[src/rtl/mux_uart_pkg.sv]
// mux_uart_pkg
//   Shared constants for the multi-channel serial port block:
//   STATUS bit positions, per-channel register offsets and the
//   2-bit state encoding used by both the TX and RX line FSMs.
package mux_uart_pkg;

    // STATUS register bit positions: {3'b0, frame_err, overrun, tx_idle, tx_not_full, rx_avail}
    localparam int STAT_RX_AVAIL   = 0;
    localparam int STAT_TX_NOTFULL = 1;
    localparam int STAT_TX_IDLE    = 2;
    localparam int STAT_OVERRUN    = 3;
    localparam int STAT_FRAME_ERR  = 4;

    // Register selected by address[0] within a channel's pair
    localparam logic REG_STATUS = 1'b0;
    localparam logic REG_DATA   = 1'b1;

    typedef enum logic [1:0] {
        S_IDLE  = 2'd0,
        S_START = 2'd1,
        S_DATA  = 2'd2,
        S_STOP  = 2'd3
    } uart_state_e;

endpackage

[src/rtl/mux_uart_fifo.sv]
// sync_fifo
//   Single-clock FIFO with an extra wrap bit on each pointer so full and
//   empty are distinguishable without a counter.
//   Ports:
//     clock, reset (async, active-low)
//     push, din  : write request and data; accepted when not full, or when
//                  a pop happens in the same cycle
//     pop        : remove head; ignored when empty
//     full, empty: status
//     head       : current head entry (undefined when empty)
module sync_fifo #(
    parameter int WIDTH = 8,
    parameter int DEPTH = 8
) (
    input  logic             clock,
    input  logic             reset,
    input  logic             push,
    input  logic             pop,
    input  logic [WIDTH-1:0] din,
    output logic             full,
    output logic             empty,
    output logic [WIDTH-1:0] head
);

    localparam int AW = $clog2(DEPTH);
    localparam logic [AW:0] PTR_ONE = 1;

    logic [AW:0]      wr_ptr;
    logic [AW:0]      rd_ptr;
    logic [WIDTH-1:0] mem [DEPTH];
    logic             do_push;
    logic             do_pop;

    assign empty   = (wr_ptr == rd_ptr);
    assign full    = (wr_ptr[AW] != rd_ptr[AW]) && (wr_ptr[AW-1:0] == rd_ptr[AW-1:0]);
    assign do_pop  = pop && !empty;
    // A pop in the same cycle frees the slot being written, so a full FIFO still accepts.
    assign do_push = push && (!full || do_pop);
    assign head    = mem[rd_ptr[AW-1:0]];

    always_ff @(posedge clock or negedge reset) begin
        if (!reset) begin
            wr_ptr <= '0;
            rd_ptr <= '0;
        end else begin
            if (do_push) wr_ptr <= wr_ptr + PTR_ONE;
            if (do_pop)  rd_ptr <= rd_ptr + PTR_ONE;
        end
    end

    always_ff @(posedge clock) begin
        if (do_push) mem[wr_ptr[AW-1:0]] <= din;
    end

endmodule

[src/rtl/mux_uart.sv]
// mux_uart
//   Multi-channel 8N1 serial port on the CPU6 byte bus. Each channel has a
//   STATUS/DATA register pair at BASE+2*ch / BASE+2*ch+1, a TX FIFO feeding
//   a serialiser and an RX deserialiser feeding an RX FIFO.
//   Ports:
//     clock, reset (async, active-low)
//     address, write_en, read_en, data_in : CPU bus side
//     data_out : combinational read data, 0 when sel is low
//     sel      : address hits this block
//     txd      : serial out per channel, idle high
//     rxd      : serial in per channel, asynchronous
module mux_uart
    import mux_uart_pkg::*;
#(
    parameter logic [15:0] BASE       = 16'hF200,
    parameter int          CHANNELS   = 1,
    parameter int          FIFO_DEPTH = 8,
    parameter int          CLK_DIV    = 16
) (
    input  logic                clock,
    input  logic                reset,
    input  logic [15:0]         address,
    input  logic                write_en,
    input  logic                read_en,
    input  logic [7:0]          data_in,
    output logic [7:0]          data_out,
    output logic                sel,
    output logic [CHANNELS-1:0] txd,
    input  logic [CHANNELS-1:0] rxd
);

    localparam int CNT_W = $clog2(CLK_DIV);
    localparam logic [CNT_W-1:0] CNT_ONE  = 1;
    localparam logic [CNT_W-1:0] CNT_LAST = CNT_W'(CLK_DIV - 1);
    localparam logic [CNT_W-1:0] CNT_HALF = CNT_W'(CLK_DIV / 2 - 1);

    logic [15:0]                offset;
    logic [CHANNELS-1:0]        ch_hit;
    logic [CHANNELS-1:0][7:0]   status_w;
    logic [CHANNELS-1:0][7:0]   rx_data_w;

    // Addresses below BASE wrap to large offsets and fall out of range.
    assign offset = address - BASE;
    assign sel    = (offset < 16'(2 * CHANNELS));

    always_comb begin
        data_out = '0;
        for (int c = 0; c < CHANNELS; c++) begin
            if (ch_hit[c]) data_out = (address[0] == REG_DATA) ? rx_data_w[c] : status_w[c];
        end
    end

    for (genvar i = 0; i < CHANNELS; i++) begin : g_ch
        logic             st_hit, dt_hit;
        logic             tx_push, tx_pop, tx_full, tx_empty;
        logic [7:0]       tx_head, tx_shift;
        uart_state_e      tx_state;
        logic [CNT_W-1:0] tx_cnt;
        logic [2:0]       tx_bit;
        logic             tx_line;
        logic             rx_push, rx_pop, rx_full, rx_empty;
        logic [7:0]       rx_head, rx_shift;
        uart_state_e      rx_state;
        logic [CNT_W-1:0] rx_cnt;
        logic [2:0]       rx_bit;
        logic             rx_meta, rx_s, rx_prev, rx_wait;
        logic             rx_stop_smp, fe_evt, ovr_evt, clr;
        logic             overrun, frame_err;
        logic [7:0]       st;

        assign ch_hit[i] = sel && (offset[15:1] == 15'(i));
        assign st_hit    = ch_hit[i] && (address[0] == REG_STATUS);
        assign dt_hit    = ch_hit[i] && (address[0] == REG_DATA);
        assign tx_push   = write_en && dt_hit;
        assign rx_pop    = read_en && dt_hit;
        assign clr       = read_en && st_hit;

        sync_fifo #(.WIDTH(8), .DEPTH(FIFO_DEPTH)) u_tx_fifo (
            .clock(clock), .reset(reset), .push(tx_push), .pop(tx_pop), .din(data_in),
            .full(tx_full), .empty(tx_empty), .head(tx_head)
        );

        sync_fifo #(.WIDTH(8), .DEPTH(FIFO_DEPTH)) u_rx_fifo (
            .clock(clock), .reset(reset), .push(rx_push), .pop(rx_pop), .din(rx_shift),
            .full(rx_full), .empty(rx_empty), .head(rx_head)
        );

        // TX: load from FIFO when idle, or at the end of STOP for gapless back-to-back frames
        assign tx_pop = !tx_empty &&
                        ((tx_state == S_IDLE) || ((tx_state == S_STOP) && (tx_cnt == CNT_LAST)));

        always_ff @(posedge clock or negedge reset) begin
            if (!reset) begin
                tx_state <= S_IDLE;
                tx_cnt   <= '0;
                tx_bit   <= '0;
                tx_line  <= 1'b1;
            end else begin
                case (tx_state)
                    S_IDLE: begin
                        tx_cnt <= '0;
                        if (!tx_empty) begin
                            tx_line  <= 1'b0;
                            tx_state <= S_START;
                        end
                    end
                    S_START: begin
                        if (tx_cnt == CNT_LAST) begin
                            tx_cnt   <= '0;
                            tx_bit   <= '0;
                            tx_line  <= tx_shift[0];
                            tx_state <= S_DATA;
                        end else begin
                            tx_cnt <= tx_cnt + CNT_ONE;
                        end
                    end
                    S_DATA: begin
                        if (tx_cnt == CNT_LAST) begin
                            tx_cnt <= '0;
                            if (tx_bit == 3'd7) begin
                                tx_line  <= 1'b1;
                                tx_state <= S_STOP;
                            end else begin
                                tx_bit  <= tx_bit + 3'd1;
                                tx_line <= tx_shift[1];
                            end
                        end else begin
                            tx_cnt <= tx_cnt + CNT_ONE;
                        end
                    end
                    S_STOP: begin
                        if (tx_cnt == CNT_LAST) begin
                            tx_cnt <= '0;
                            if (!tx_empty) begin
                                tx_line  <= 1'b0;
                                tx_state <= S_START;
                            end else begin
                                tx_state <= S_IDLE;
                            end
                        end else begin
                            tx_cnt <= tx_cnt + CNT_ONE;
                        end
                    end
                    default: tx_state <= S_IDLE;
                endcase
            end
        end

        // Shift register holds data only; it is always reloaded before use.
        always_ff @(posedge clock) begin
            if (tx_pop)
                tx_shift <= tx_head;
            else if ((tx_state == S_DATA) && (tx_cnt == CNT_LAST))
                tx_shift <= tx_shift >> 1;
        end

        assign txd[i] = tx_line;

        // RX: stop-bit sample decides push vs framing error
        assign rx_stop_smp = (rx_state == S_STOP) && !rx_wait && (rx_cnt == CNT_LAST);
        assign rx_push     = rx_stop_smp && rx_s;
        assign fe_evt      = rx_stop_smp && !rx_s;
        // A CPU pop in the same cycle makes room, so that case is not an overrun.
        assign ovr_evt     = rx_push && rx_full && !(rx_pop && !rx_empty);

        always_ff @(posedge clock or negedge reset) begin
            if (!reset) begin
                rx_meta   <= 1'b1;
                rx_s      <= 1'b1;
                rx_prev   <= 1'b1;
                rx_state  <= S_IDLE;
                rx_cnt    <= '0;
                rx_bit    <= '0;
                rx_wait   <= 1'b0;
                overrun   <= 1'b0;
                frame_err <= 1'b0;
            end else begin
                rx_meta   <= rxd[i];
                rx_s      <= rx_meta;
                rx_prev   <= rx_s;
                overrun   <= (overrun && !clr) || ovr_evt;
                frame_err <= (frame_err && !clr) || fe_evt;
                case (rx_state)
                    S_IDLE: begin
                        rx_cnt <= '0;
                        if (rx_prev && !rx_s) rx_state <= S_START;
                    end
                    S_START: begin
                        if (rx_cnt == CNT_HALF) begin
                            rx_cnt   <= '0;
                            rx_bit   <= '0;
                            rx_state <= rx_s ? S_IDLE : S_DATA;
                        end else begin
                            rx_cnt <= rx_cnt + CNT_ONE;
                        end
                    end
                    S_DATA: begin
                        if (rx_cnt == CNT_LAST) begin
                            rx_cnt <= '0;
                            if (rx_bit == 3'd7) rx_state <= S_STOP;
                            else                rx_bit   <= rx_bit + 3'd1;
                        end else begin
                            rx_cnt <= rx_cnt + CNT_ONE;
                        end
                    end
                    S_STOP: begin
                        // After a low stop bit, hold here until the line returns high.
                        if (rx_wait) begin
                            if (rx_s) begin
                                rx_wait  <= 1'b0;
                                rx_state <= S_IDLE;
                            end
                        end else if (rx_cnt == CNT_LAST) begin
                            rx_cnt <= '0;
                            if (rx_s) rx_state <= S_IDLE;
                            else      rx_wait  <= 1'b1;
                        end else begin
                            rx_cnt <= rx_cnt + CNT_ONE;
                        end
                    end
                    default: rx_state <= S_IDLE;
                endcase
            end
        end

        // LSB arrives first: shift in at the top so it ends at bit 0.
        always_ff @(posedge clock) begin
            if ((rx_state == S_DATA) && (rx_cnt == CNT_LAST))
                rx_shift <= {rx_s, rx_shift[7:1]};
        end

        always_comb begin
            st                  = '0;
            st[STAT_RX_AVAIL]   = !rx_empty;
            st[STAT_TX_NOTFULL] = !tx_full;
            st[STAT_TX_IDLE]    = (tx_state == S_IDLE) && tx_empty;
            st[STAT_OVERRUN]    = overrun;
            st[STAT_FRAME_ERR]  = frame_err;
        end

        assign status_w[i]  = st;
        assign rx_data_w[i] = rx_empty ? 8'h00 : rx_head;
    end

endmodule

[config.mk]
export PLATFORM = sky130hd
export DESIGN_NAME = mux_uart
export DESIGN_NICKNAME = d
export VERILOG_FILES = /design/src/rtl/mux_uart_pkg.sv /design/src/rtl/mux_uart_fifo.sv /design/src/rtl/mux_uart.sv
export SDC_FILE = /design/constraint.sdc
export NUM_CORES = 1
export LEC_CHECK = 0
export CAP_MARGIN = 20
export CORE_MARGIN = 2
export CORE_UTILIZATION = 23
export DETAILED_ROUTE_END_ITERATION = 8
export GPL_TIMING_DRIVEN = 0
export PLACE_DENSITY = 0.43
export SYNTH_ARGS = -nofsm -noshare
export SYNTH_HDL_FRONTEND = slang
export SYNTH_HIERARCHICAL = 1
export SYNTH_SLANG_ARGS = --single-unit
[constraint.sdc]
create_clock -name clock -period 3.4 [get_ports clock]
set_input_delay 1.02 -clock clock [delete_from_list [all_inputs] [get_ports clock]]
set_output_delay 1.02 -clock clock [all_outputs]
set_load 0.01 [all_outputs]
==> results of run 1 <==
[cell usage after synthesis (4+ instances only)]
library cell	number	share of area, %
nor3_1	12	0.72
buf_6	6	0.81
clkbuf_1	7	0.31
ha_1	17	2.5
and3_1	11	0.82
nor2_1	22	0.99
edfxtp_1	144	52
nor4_1	6	0.45
nor2b_1	7	0.52
mux2_4	9	1.6
inv_1	15	0.67
mux4_2	19	5.1
mux2_2	18	2.4
o21ai_0	17	1.0
buf_2	8	0.48
xnor2_2	4	0.78
mux4_1	13	4.1
dfstp_2	4	1.3
o2bb2ai_1	4	0.42
nand4_1	4	0.30
nand3_1	6	0.36
dfrtp_1	37	11
xnor2_1	15	1.6
nand2_1	26	1.2
and2_1	4	0.30
a21oi_1	16	0.96
[layout by cell type, fill, tap and decap left out, drive strengths merged, types with 7 or more instances in the layout]
cell type / synthesis / routed
mux2: 28 / 28
and3: 11 / 11
ha: 17 / 17
nor4: 8 / 8
xnor2: 19 / 19
dfrtp: 37 / 37
a21oi: 16 / 16
o21ai: 18 / 18
nand2: 26 / 26
nand3: 8 / 8
nor3: 14 / 14
edfxtp: 144 / 144
nor2b: 7 / 7
inv: 15 / 19
nor2: 23 / 23
mux4: 32 / 32
clkdlybuf4s50: 0 / 12
clkbuf: 8 / 32
buf: 16 / 59
[flip-flops by register name, indices dropped and copies added, names as in the netlist, named ones only]
signal / flops
g_ch.u_rx_fifo/wr_ptr: 4
g_ch.rx_meta: 1
g_ch.u_tx_fifo/wr_ptr: 4
g_ch.rx_state: 1
g_ch.tx_cnt: 4
g_ch.rx_s: 1
g_ch.rx_prev: 1
g_ch.tx_bit: 3
g_ch.u_rx_fifo/rd_ptr: 4
g_ch.rx_shift: 8
g_ch.u_tx_fifo/rd_ptr: 4
g_ch.tx_state: 2
g_ch.tx_shift: 8
g_ch.u_tx_fifo/mem: 64
g_ch.rx_wait: 1
g_ch.rx_cnt: 4
g_ch.u_rx_fifo/mem: 64
txd: 1
g_ch.rx_bit: 3
g_ch.overrun: 1
g_ch.frame_err: 1
[cells by family (layout without fill, tap and decap cells)]
kind of cell / after synthesis / in the layout / share of synthesized area, %
xor gates and xnor gates: 21 / 21 / 2.56
and+or+nand+nor: 124 / 124 / 8.55
adders and majority gates: 17 / 17 / 2.55
DFF: 185 / 185 / 64.1
buffers and inverters: 39 / 135 / 2.67
muxes: 62 / 62 / 13.6
AOI/OAI and AO/OA: 67 / 67 / 5.93
[routing by layer]
layer  up-vias  GRT usage [%]
met4         0           3.19
met5         -              0
met3        14           2.74
li1       2194              -
met1      2437           13.4
met2        74           17.4
[layout make-up]
cell class | count | share of cell area, %
well taps | 461 | 5.47
flip-flops and latches | 185 | 50.8
clock buffers | 19 | 4.11
inverters | 15 | 0.582
multi-input cells | 291 | 29.3
repair buffers | 64 | 6.29
clock inverters | 13 | 1.59
plain buffers | 24 | 1.84
[where the power goes]
group	switching, mW	internal, mW
Combinational	0.266	0.194
Clock	0.883	1.17
Sequential	0.0726	2.50
[how the worst max path moves through the flow]
| stage | endpoint | slack [ns] | cells after the start |
|---|---|---|---|
| floorplan | g_ch[0].u_rx_fifo/mem[5][0] | -0.18 | 9 |
| global placement | g_ch[0].u_rx_fifo/mem[6][5] | -1.97 | 10 |
| detailed placement | g_ch[0].u_rx_fifo/mem[2][5] | -1.80 | 10 |
| CTS | data_out[4] | -0.18 | 9 |
| global route | data_out[4] | -0.22 | 8 |
| finish | data_out[6] | -0.13 | 8 |
[critical path: stages]
cell and delay [ns]:
buf_6 0.10, nor4_4 0.33, nand4_4 0.17, nor4b_4 0.30, buf_4 0.17, clkbuf_16 0.14, and3_4 0.18, buf_6 0.10
[repair_timing]
item,in CTS,in global routing
cloned,1,0
endpoints found under the setup margin,149,101
buffers inserted,12,11
pin swaps,13,9
endpoints found under the hold margin,0,0
resized for setup,146,21
==> results.sh, run 1 <==
export IMPL_outcome="finished with violations"
export IMPL_violations="negative setup slack"
export IMPL_gp_congestion=0.743
export IMPL_syn_area_per_cell_um2=16.2
export IMPL_fin_crit_sh_pct=104
export IMPL_clock_skew_ns=0.0106
export IMPL_worstSetupEndpointType="primary output"
export IMPL_synth_distinct_cells=65
export IMPL_portBuffers=38
export IMPL_top_layer="met4"
export IMPL_grt_util_all_layers_pct=10.5
export IMPL_drv_cap=0
export IMPL_cp_start_kind="input port"
export IMPL_syn_to_final_growth_pct=26.2
export IMPL_routed_via_density=4.40
export IMPL_critPathLaunch="address[1]"
export IMPL_path_class="input port to primary output"
export IMPL_dpl_hpwl_mm=12.1
export IMPL_multi_input_area_um2=3090
export IMPL_hold_start="g_ch[0].rx_meta"
export IMPL_ys_ff_latch=185
export IMPL_p_total_mw=5.09
export IMPL_ff2ff_path_depth=5
export IMPL_ios=39
export IMPL_syn_area_um2=8350
export IMPL_postLayoutSetupSlackWorst_ns=-0.131
export IMPL_drc=0
export IMPL_rsz0062_at_grt="true"
export IMPL_syn_num_nets=561
export IMPL_antenna_cells=0
export IMPL_finalNonFillerCells=1072
export IMPL_fp_coreArea_um2=35700
export IMPL_required_ns=2.38
export IMPL_ys_warn_count=6
export IMPL_numCtsBuffers=17
export IMPL_cts_tree="yes"
export IMPL_ant_nets=0
export IMPL_powerDensity_nw_per_um2=483
export IMPL_drv_slew=0
export IMPL_synth_edf_count=144
export IMPL_final_net_count=644
export IMPL_root_buffer="clkbuf_16"
export IMPL_clkTransAtPathRegs_ns=0.07
export IMPL_chipHeight_um=195
export IMPL_fillCellCount=3511
export IMPL_utilization_pct=29.6
export IMPL_wl_per_cell_um=18.0
export IMPL_routed_wl_met2_mm=9.66
export IMPL_wirelength_mm=19.3
export IMPL_cts_max_level=4
export IMPL_die_x_um=195
export IMPL_ir_worst_vdd_mv=0.364
export IMPL_p_leak_nw=3.62
export IMPL_ctsLongestPathBuffers=2
export IMPL_drt_met1_wl_mm=8.70
export IMPL_start_util_pct=23.4
export IMPL_drt_iter0_markers=385
export IMPL_hold_viol_final=0
export IMPL_ff_latch_area_um2=5360
export IMPL_fin_area_um2=10500
export IMPL_grt_max_degree=29
export IMPL_synth_cells=515
export IMPL_worst_hold_slack_ns=0.357
export IMPL_synthArstFlopShare_pct=22.2
export IMPL_grt_overflow=0
export IMPL_dr_pass1_iters=4
export IMPL_hold_end="g_ch[0].rx_s"
export IMPL_dpl_cell_area_um2=9420
export IMPL_worst_skew_pair_late_latency_ns=0.44
export IMPL_synth_ff_type="edfxtp_1"
export IMPL_antenna_found_initial=0
export IMPL_cp_max_fo=5
export IMPL_slew_headroom_pct=31.9
export IMPL_tightest_slew_ns=1.01
export IMPL_dieArea_um2=37900
export IMPL_holdCritPathClass="flip-flop to flip-flop"
export IMPL_route_met3_wl_um=734
export IMPL_drive_above_1_share_pct=32.7
export IMPL_regToRegEndpoint="g_ch[0].u_rx_fifo/mem[6][0]"
export IMPL_setup_viol=8
export IMPL_crit_arrival_ns=2.51
export IMPL_grt_pass1_vias=5073
export IMPL_cts_sinks=185
export IMPL_fin_setup_tns_ns=-0.662
export IMPL_r2r_setup_slack_ns=0.38
export IMPL_row_count=69
export IMPL_via_count=4719
export IMPL_timing_rr_start="g_ch[0].rx_cnt[0]"
export IMPL_period_needed_ns=3.53
export IMPL_yosysSeqAreaShare_pct=64.1
export IMPL_ctsHoldBuffers=0
export IMPL_max_freq_mhz=283
export IMPL_grt_pass1_wl_mm=29.7
export IMPL_dp_cells=1017
export IMPL_holdPathStages=0
export IMPL_place_ws_ns=-1.80
No activity file was read; power rests on OpenSTA's default activity.
==> run 2, diff against run 1 <==
- CELL_PAD_IN_SITES_DETAIL_PLACEMENT: not set -> 1
- CELL_PAD_IN_SITES_GLOBAL_PLACEMENT: not set -> 2
- CORE_UTILIZATION: 23 -> 41
- PLACE_DENSITY: 0.43 -> 0.8
==> results.sh, run 2 (synthesis gave the netlist of run 1 again) <==
export IMPL_grt_max_degree=39
export IMPL_place_ws_ns=-1.52
export IMPL_clock_skew_ns=0.0180
export IMPL_cp_max_fo=6
export IMPL_postLayoutSetupSlackWorst_ns=-0.0626
export IMPL_wirelength_mm=18.6
export IMPL_via_count=4814
export IMPL_p_total_mw=5.02
export IMPL_ir_worst_vdd_mv=0.342
export IMPL_r2r_setup_slack_ns=0.24
export IMPL_ios=39
export IMPL_dpl_hpwl_mm=11.9
export IMPL_cts_tree="yes"
export IMPL_final_common_cell="edfxtp_1"
export IMPL_powerDensity_nw_per_um2=488
export IMPL_timing_rr_start="g_ch[0].tx_cnt[0]"
export IMPL_grt_pass1_wl_mm=30.1
export IMPL_fin_crit_sh_pct=102
export IMPL_finalNonFillerCells=886
export IMPL_drv_slew=0
export IMPL_hold_viol_final=0
export IMPL_grt_util_all_layers_pct=18.5
export IMPL_ant_nets=0
export IMPL_antenna_found_initial=0
export IMPL_row_count=52
export IMPL_fp_coreArea_um2=20100
export IMPL_setup_viol=6
export IMPL_regToRegEndpoint="g_ch[0].u_tx_fifo/mem[3][7]"
export IMPL_portBuffers=38
export IMPL_endpoint="data_out[5]"
export IMPL_slew_headroom_pct=30.6
export IMPL_worstSetupEndpointType="primary output"
export IMPL_cp_start_kind="input port"
export IMPL_worst_hold_slack_ns=0.359
export IMPL_period_needed_ns=3.46
export IMPL_path_class="input port to primary output"
export IMPL_drive_above_1_share_pct=33.8
export IMPL_die_x_um=147
export IMPL_ctsLongestPathBuffers=2
export IMPL_cts_max_level=4
export IMPL_antenna_cells=0
export IMPL_tightest_slew_ns=1.03
export IMPL_wl_per_cell_um=21.0
export IMPL_drv_cap=0
export IMPL_grt_overflow=0
export IMPL_drc=0
export IMPL_violations="negative setup slack"
export IMPL_drt_iter0_markers=249
export IMPL_outcome="finished with violations"
export IMPL_utilization_pct=51.2
export IMPL_mostFrequentLayoutCells="edfxtp_1 (144), dfrtp_1 (37), buf_4 (27)"
export IMPL_syn_to_final_growth_pct=23.2
export IMPL_final_net_count=649
export IMPL_grt_pass1_vias=5294
export IMPL_holdCritPathClass="flip-flop to flip-flop"
export IMPL_dp_cells=828
export IMPL_rsz0062_at_grt="true"
export IMPL_ctsHoldBuffers=0
export IMPL_critPathLaunch="address[1]"
export IMPL_p_leak_nw=3.64
export IMPL_routed_via_density=5.43
export IMPL_start_util_pct=41.5
export IMPL_cts_sinks=185
export IMPL_ff2ff_path_depth=8
export IMPL_chipHeight_um=147
export IMPL_required_ns=2.38
export IMPL_root_buffer="clkbuf_16"
export IMPL_crit_arrival_ns=2.44
export IMPL_clkTransAtPathRegs_ns=0.07
export IMPL_dieArea_um2=21500
export IMPL_dr_pass1_iters=4
export IMPL_numCtsBuffers=17
export IMPL_max_freq_mhz=289
export IMPL_gp_congestion=0.785
export IMPL_worst_skew_pair_late_latency_ns=0.45
[run 2: cell types whose count changed in the layout (fill, tap and decap cells not counted), sizes merged]
| cell | change |
|---|---|
| clkinvlp | +1 |
| bufinv | -3 |
| buf | +10 |
| clkinv | +2 |
| clkbuf | -7 |
| inv | +2 |
[run 2: metrics by stage]
step / instance area [um^2] / TNS [ns]
2_1_floorplan: 8410 / -3.10
3_3_place_gp: 9130 / -195.95
3_5_place_dp: 9190 / -195.97
4_1_cts: 10200 / -0.124
5_1_grt: 10300 / -0.949
6_report: 10300 / -0.254
[run 2: metal layers]
layer	track usage, %	vias to the layer above	wire length, um
li1	-	2215	-
met1	24.8	2525	8360
met2	31.0	54	9460
met3	3.42	20	484
met4	5.58	0	302
met5	0	-	0
[run 2: repair_timing]
action,in CTS,in global routing
buffers inserted,18,7
setup endpoints to repair,149,96
pin swaps,16,6
hold endpoints to repair,0,0
resized for setup,161,12
[run 2: worst min path at each step]
| stage | from | end | slack, ns | cells after the start |
|---|---|---|---|---|
| after detailed placement | g_ch[0].rx_meta | g_ch[0].rx_s | 0.35 | 0 |
| after CTS | g_ch[0].rx_meta | g_ch[0].rx_s | 0.36 | 0 |
| after global routing | g_ch[0].rx_meta | g_ch[0].rx_s | 0.36 | 0 |
| final | g_ch[0].rx_meta | g_ch[0].rx_s | 0.36 | 0 |
| after floorplan | g_ch[0].rx_meta | g_ch[0].rx_s | 0.35 | 0 |
| after global placement | g_ch[0].rx_meta | g_ch[0].rx_s | 0.35 | 0 |
[run 2: area by class of cell]
class                   count  area (um^2)
fillers                  1879         9820
flip-flops and latches    185         5360
multi-input cells         291         3100
repair buffers             69          628
clock buffers              17          425
well taps                 270          338
plain buffers              24          201
clock inverters            15          178
inverters                  15         61.3
[run 2: where the power goes]
part	total (mW)	internal, mW	switching, mW
Combinational	0.465	0.197	0.269
Sequential	2.58	2.50	0.0758
Clock	1.98	0.992	0.986
Total	5.02	3.69	1.33
[run 2: critical path: stages]
cell and delay [ns]:
buf_6 0.10, nor4_4 0.26, buf_4 0.18, nand4_4 0.10, nor4b_4 0.24, buf_6 0.17
buf_6 0.11, and3_4 0.17, buf_6 0.10
==> run 3, diff against run 2 <==
- SLEW_MARGIN: not set -> 5
==> results.sh, run 3 (synthesis gave the netlist of run 1 again) <==
export IMPL_outcome="finished with violations"
export IMPL_violations="negative setup slack"
export IMPL_routed_via_density=5.47
export IMPL_final_common_cell="edfxtp_1"
export IMPL_syn_to_final_growth_pct=22.8
export IMPL_final_net_count=647
export IMPL_timing_rr_start="g_ch[0].tx_cnt[0]"
export IMPL_chipHeight_um=147
export IMPL_critPathLaunch="g_ch[0].u_rx_fifo/rd_ptr[0]"
export IMPL_tightest_slew_ns=0.929
export IMPL_slew_headroom_pct=37.5
export IMPL_setup_viol=7
export IMPL_via_count=4837
export IMPL_drive_above_1_share_pct=33.2
export IMPL_ir_worst_vdd_mv=0.333
export IMPL_cts_sinks=185
export IMPL_die_x_um=147
export IMPL_path_class="flip-flop to primary output"
export IMPL_holdCritPathClass="flip-flop to flip-flop"
export IMPL_drv_cap=0
export IMPL_grt_pass1_wl_mm=30.4
export IMPL_drv_slew=0
export IMPL_multi_input_area_um2=3090
export IMPL_row_count=52
export IMPL_max_freq_mhz=289
export IMPL_critPathBufInv=4
export IMPL_hold_start="g_ch[0].rx_meta"
export IMPL_worst_skew_pair_late_latency_ns=0.44
export IMPL_grt_max_degree=31
export IMPL_start_util_pct=41.5
export IMPL_crit_slowest_cell="mux4_2"
export IMPL_cts_max_level=4
export IMPL_clock_skew_ns=0.0129
export IMPL_p_total_mw=5.09
export IMPL_numCtsBuffers=17
export IMPL_antenna_found_initial=0
export IMPL_dr_pass1_iters=4
export IMPL_cts_tree="yes"
export IMPL_wirelength_mm=18.8
export IMPL_portBuffers=38
export IMPL_fin_setup_tns_ns=-0.210
export IMPL_cp_cell_sequence="buf_12, buf_12, buf_12, mux4_2, mux2_4, a21oi_1, nor2b_4, buf_2"
export IMPL_dpl_hpwl_mm=12.0
export IMPL_ios=39
export IMPL_ctsLongestPathBuffers=2
export IMPL_finalNonFillerCells=884
export IMPL_cp_max_fo=7
export IMPL_cp_start_kind="flip-flop"
export IMPL_ant_nets=0
export IMPL_grt_pass1_vias=5258
export IMPL_grt_util_all_layers_pct=18.6
export IMPL_p_leak_nw=3.63
export IMPL_ctsHoldBuffers=0
export IMPL_antenna_cells=0
export IMPL_drt_iter0_markers=244
export IMPL_fp_coreArea_um2=20100
export IMPL_gp_congestion=0.785
export IMPL_period_needed_ns=3.46
export IMPL_fillCellCount=1887
export IMPL_fin_crit_sh_pct=102
export IMPL_worstSetupEndpointType="primary output"
export IMPL_clkTransAtPathRegs_ns=0.08
export IMPL_hold_viol_final=0
export IMPL_utilization_pct=51.0
export IMPL_crit_family="multiplexers"
export IMPL_dieArea_um2=21500
export IMPL_postLayoutSetupSlackWorst_ns=-0.0633
export IMPL_crit_arrival_ns=2.44
export IMPL_path_common_cell="buf_12"
export IMPL_ff_latch_area_um2=5360
export IMPL_drc=0
export IMPL_root_buffer="clkbuf_16"
export IMPL_mostFrequentLayoutCells="edfxtp_1 (144), dfrtp_1 (37), nand2_1 (26), buf_4 (26), mux4_2 (19)"
export IMPL_required_ns=2.38
export IMPL_grt_overflow=0
export IMPL_dp_cells=828
export IMPL_cpPeakStageDelay_ns=0.49
export IMPL_rsz0062_at_grt="true"
export IMPL_powerDensity_nw_per_um2=496
export IMPL_wl_per_cell_um=21.3
[run 3: cell type report]
class / instances / area share, %
Tap cell: 270 / 3.29
Timing Repair Buffer: 67 / 5.85
Buffer: 24 / 1.93
Sequential cell: 185 / 52.2
Clock inverter: 15 / 1.87
Multi-Input combinational cell: 291 / 30.1
Inverter: 15 / 0.598
Clock buffer: 17 / 4.15
[run 3: per-stage QoR]
step | hold slack (ns) | setup slack (ns) | area [um^2]
after floorplan | 0.345 | -0.177 | 8410
after CTS | 0.359 | -0.0293 | 10100
after detailed placement | 0.349 | -1.51 | 9200
final | 0.359 | -0.0633 | 10300
after global placement | 0.348 | -1.77 | 9130
after global routing | 0.360 | -0.169 | 10300
[run 3: worst paths after layout]
kind,slack [ns],to,cells past startpoint
min reg2reg,0.36,g_ch[0].rx_s,0
max reg2reg,0.27,g_ch[0].u_tx_fifo/mem[0][0],10
min in group asynchronous,0.46,g_ch[0].tx_bit[0],1
max in group asynchronous,2.40,g_ch[0].rx_prev,2
min,0.36,g_ch[0].rx_s,0
max,-0.06,data_out[3],8
[run 3: what timing repair did]
item,4_1_cts,5_1_grt
endpoints found under the setup margin,148,89
setup buffers,16,7
gates resized for setup,153,14
pin swaps,15,4
endpoints found under the hold margin,0,0
[run 3: layer usage]
layer | vias up | global-route usage (%) | routed length, um | share of wire, %
met5 | - | 0 | 0 | 0
met4 | 0 | 4.81 | 198 | 1.1
met1 | 2562 | 24.8 | 8310 | 44
met3 | 14 | 4.04 | 562 | 3.0
met2 | 61 | 31.3 | 9720 | 52
li1 | 2200 | - | - | -
[run 3: report_power, final]
part,internal (mW),switching [mW]
Clock,1.07,0.982
Sequential,2.50,0.0733
Combinational,0.198,0.266
==> patch, RTL diff (settings of run 3) <==
Change the parameter `FIFO_DEPTH` from 8 to 16.
--- a/src/rtl/mux_uart.sv
+++ b/src/rtl/mux_uart.sv
@@ -14,7 +14,7 @@
 #(
     parameter logic [15:0] BASE       = 16'hF200,
     parameter int          CHANNELS   = 1,
-    parameter int          FIFO_DEPTH = 8,
+    parameter int          FIFO_DEPTH = 16,
     parameter int          CLK_DIV    = 16
 ) (
     input  logic                clock,
Function: changed (Yosys sat finds a counterexample within 10 cycles, from zero or initial values and one cycle with reset low).
==> patch against run 3 <==
The flow still finishes with violations (setup timing). Critical path depth grew 2. Power grew 76%. Cell count grew 50%. Sequential cell count up 132. Wire length up 63%. Setup slack got worse by 0.13 ns. Design area grew 57%. Area after synthesis is 60% higher. Critical endpoint is now data_out[4].
==> patch: results (changes against run 3) <==
setup violators final 8 (+1); CTS buffer count 36 (+19); CP top delay family simple AND/OR/NAND/NOR gates; fraction of layout cells with a size suffix above 1 31.26% (-2.0 points); starting DRC count in detailed routing 416 (+70%); vias in the first global route 7645 (+45%); Slowest-stage cell, CP nor4b_4; RR Endpoint g_ch[0].u_tx_fifo/mem[3][5]; Async S/R FF share, synth 14.20% (-8.0 points); largest cells by area after synthesis edfxtp_1, mux4_2, dfrtp_1, ha_1, a22oi_1; Routability Congestion 0.7771 (-1.0%); EDFF count, synth 272 (+89%); depth of the most critical reg-to-reg path 8 (-2); first-pass GRT wire length 46690 um (+54%); Worst R2R Setup Slack 0.46 ns (+0.19 ns); Pleak 5.600 nW (+54%); slowest stage delay, CP 0.33 ns (-0.16 ns); Reg clk slew, reported paths 0.06 ns (-0.02 ns); Netlist cell types 57 (-12%); WHS 0.3573 ns (-0.001528 ns); Post-Syn Nets 806 (+44%); critical path peak fanout 3 (-4); peak supply drop 271.1 uV (-19%); Pre-Repair DR Iteration Count 5 (+1); GRT Total Usage 18.41% (-0.21 points); sequential element share of the synthesized area 69.49% (+5.4 points); Clock Skews 0.03532 ns (+0.02246 ns); detailed-placement wirelength estimate 19380 um (+61%); Setup WS post-layout -0.1976 ns (-0.1343 ns); failing checks setup timing; Net Sw Frac 23.00% (-3.0 points); routed length per placed instance 23.17 um (+9.0%); Syn. warnings 6 (unchanged); port buffer count 38 (unchanged); status complete, but fails checks; via/cell ratio 5.435 (-0.66%); worst skew pair latency 0.54 ns (+0.10 ns); critical register-to-register path startpoint g_ch[0].u_tx_fifo/wr_ptr[2]; Final Net Count 907 (+40%); CTS H-Tree Depth 2 (-2); Least-Margin Pin Slew 0.7835 ns (-0.1459 ns)
==> patch: cell types whose count changed in the layout (fill, tap and decap cells not counted), sizes merged, moves of 8 or more <==
cell / delta
a22oi: +32
clkinv: +9
edfxtp: +128
mux2: -18
clkbuf: +32
mux4: +32
nand2: +13
and3: +27
nor2b: +10
xnor2: +8
==> patch: cell families (layout without fill, tap and decap cells) <==
logic type	after synthesis	after routing	synth area share (%)
xor+xnor	30	30	2.244
buf+inv	54	183	2.179
simple gates	163	163	7.125
flops	317	317	69.49
fa+ha+maj	23	23	2.151
compound gates	91	91	5.049
mux	76	76	11.76
==> patch: worst max-delay path by stage <==
stage | endpoint | slack [ns] | depth (start not counted)
finish | data_out[4] | -0.20 | 10
global route | data_out[4] | -0.29 | 10
CTS | data_out[3] | -0.25 | 10
detailed placement | g_ch[0].u_rx_fifo/mem[15][3] | -1.76 | 9
global placement | g_ch[0].u_rx_fifo/mem[15][5] | -1.72 | 9
floorplan | g_ch[0].u_rx_fifo/mem[15][0] | 0.03 | 8
==> patch: metal layers <==
metal / GRT usage [%] / vias up / wire length [um]
li1: - / 3204 / -
met1: 25.92 / 3791 / 13670
met2: 30.05 / 149 / 15180
met3: 2.549 / 58 / 1103
met4: 5.365 / 0 / 742
met5: 0 / - / 0
==> patch: through the flow <==
step	instances	TNS [ns]	utilization (%)	worst slack, ns	total power [mW]
2_1_floorplan	754	0	-	0.02758	4.885
3_3_place_gp	1234	-383.06	44.28	-1.721	5.090
3_5_place_dp	1236	-384.80	44.35	-1.762	5.125
4_1_cts	1317	-1.613	49.10	-0.2502	9.030
5_1_grt	1325	-3.169	49.67	-0.2865	9.256
6_report	1325	-1.340	49.67	-0.1976	8.955
==> patch: cell type report <==
type / count / area [um^2]
clock buffer: 44 / 950.9
fill: 3057 / 16290
buffer: 33 / 262.8
tap: 442 / 553.0
clock inverter: 22 / 242.7
sequential: 317 / 9299
multi-input combinational: 383 / 4071
timing repair buffer: 65 / 624.3
inverter: 19 / 73.82
==> patch: power groups by stage <==
stage               clock (mW)  combinational, mW  sequential (mW)
floorplan                    0              0.435             4.45
global placement             0              0.613             4.48
detailed placement           0              0.642             4.48
CTS                       3.95              0.672             4.41
global route              4.07              0.768             4.42
finish                    3.87              0.679             4.41
==> patch: worst reg2reg max path, cell delays in order, from the launching register on <==
cell and delay, ns:
dfrtp_1 0.36, clkbuf_4 0.21, xnor2_2 0.16, nand4_2 0.16, or2_4 0.17, inv_1 0.08
nor2_2 0.59, o311ai_4 0.29, nor3_4 0.56
==> patch: repair_timing <==
action / in CTS / in global routing
endpoints found under the setup margin: 280 / 191
hold endpoints to repair: 0 / 0
pin swaps: 11 / 12
setup buffers: 14 / 10
cloned: 1 / 1
gates resized for setup: 172 / 35
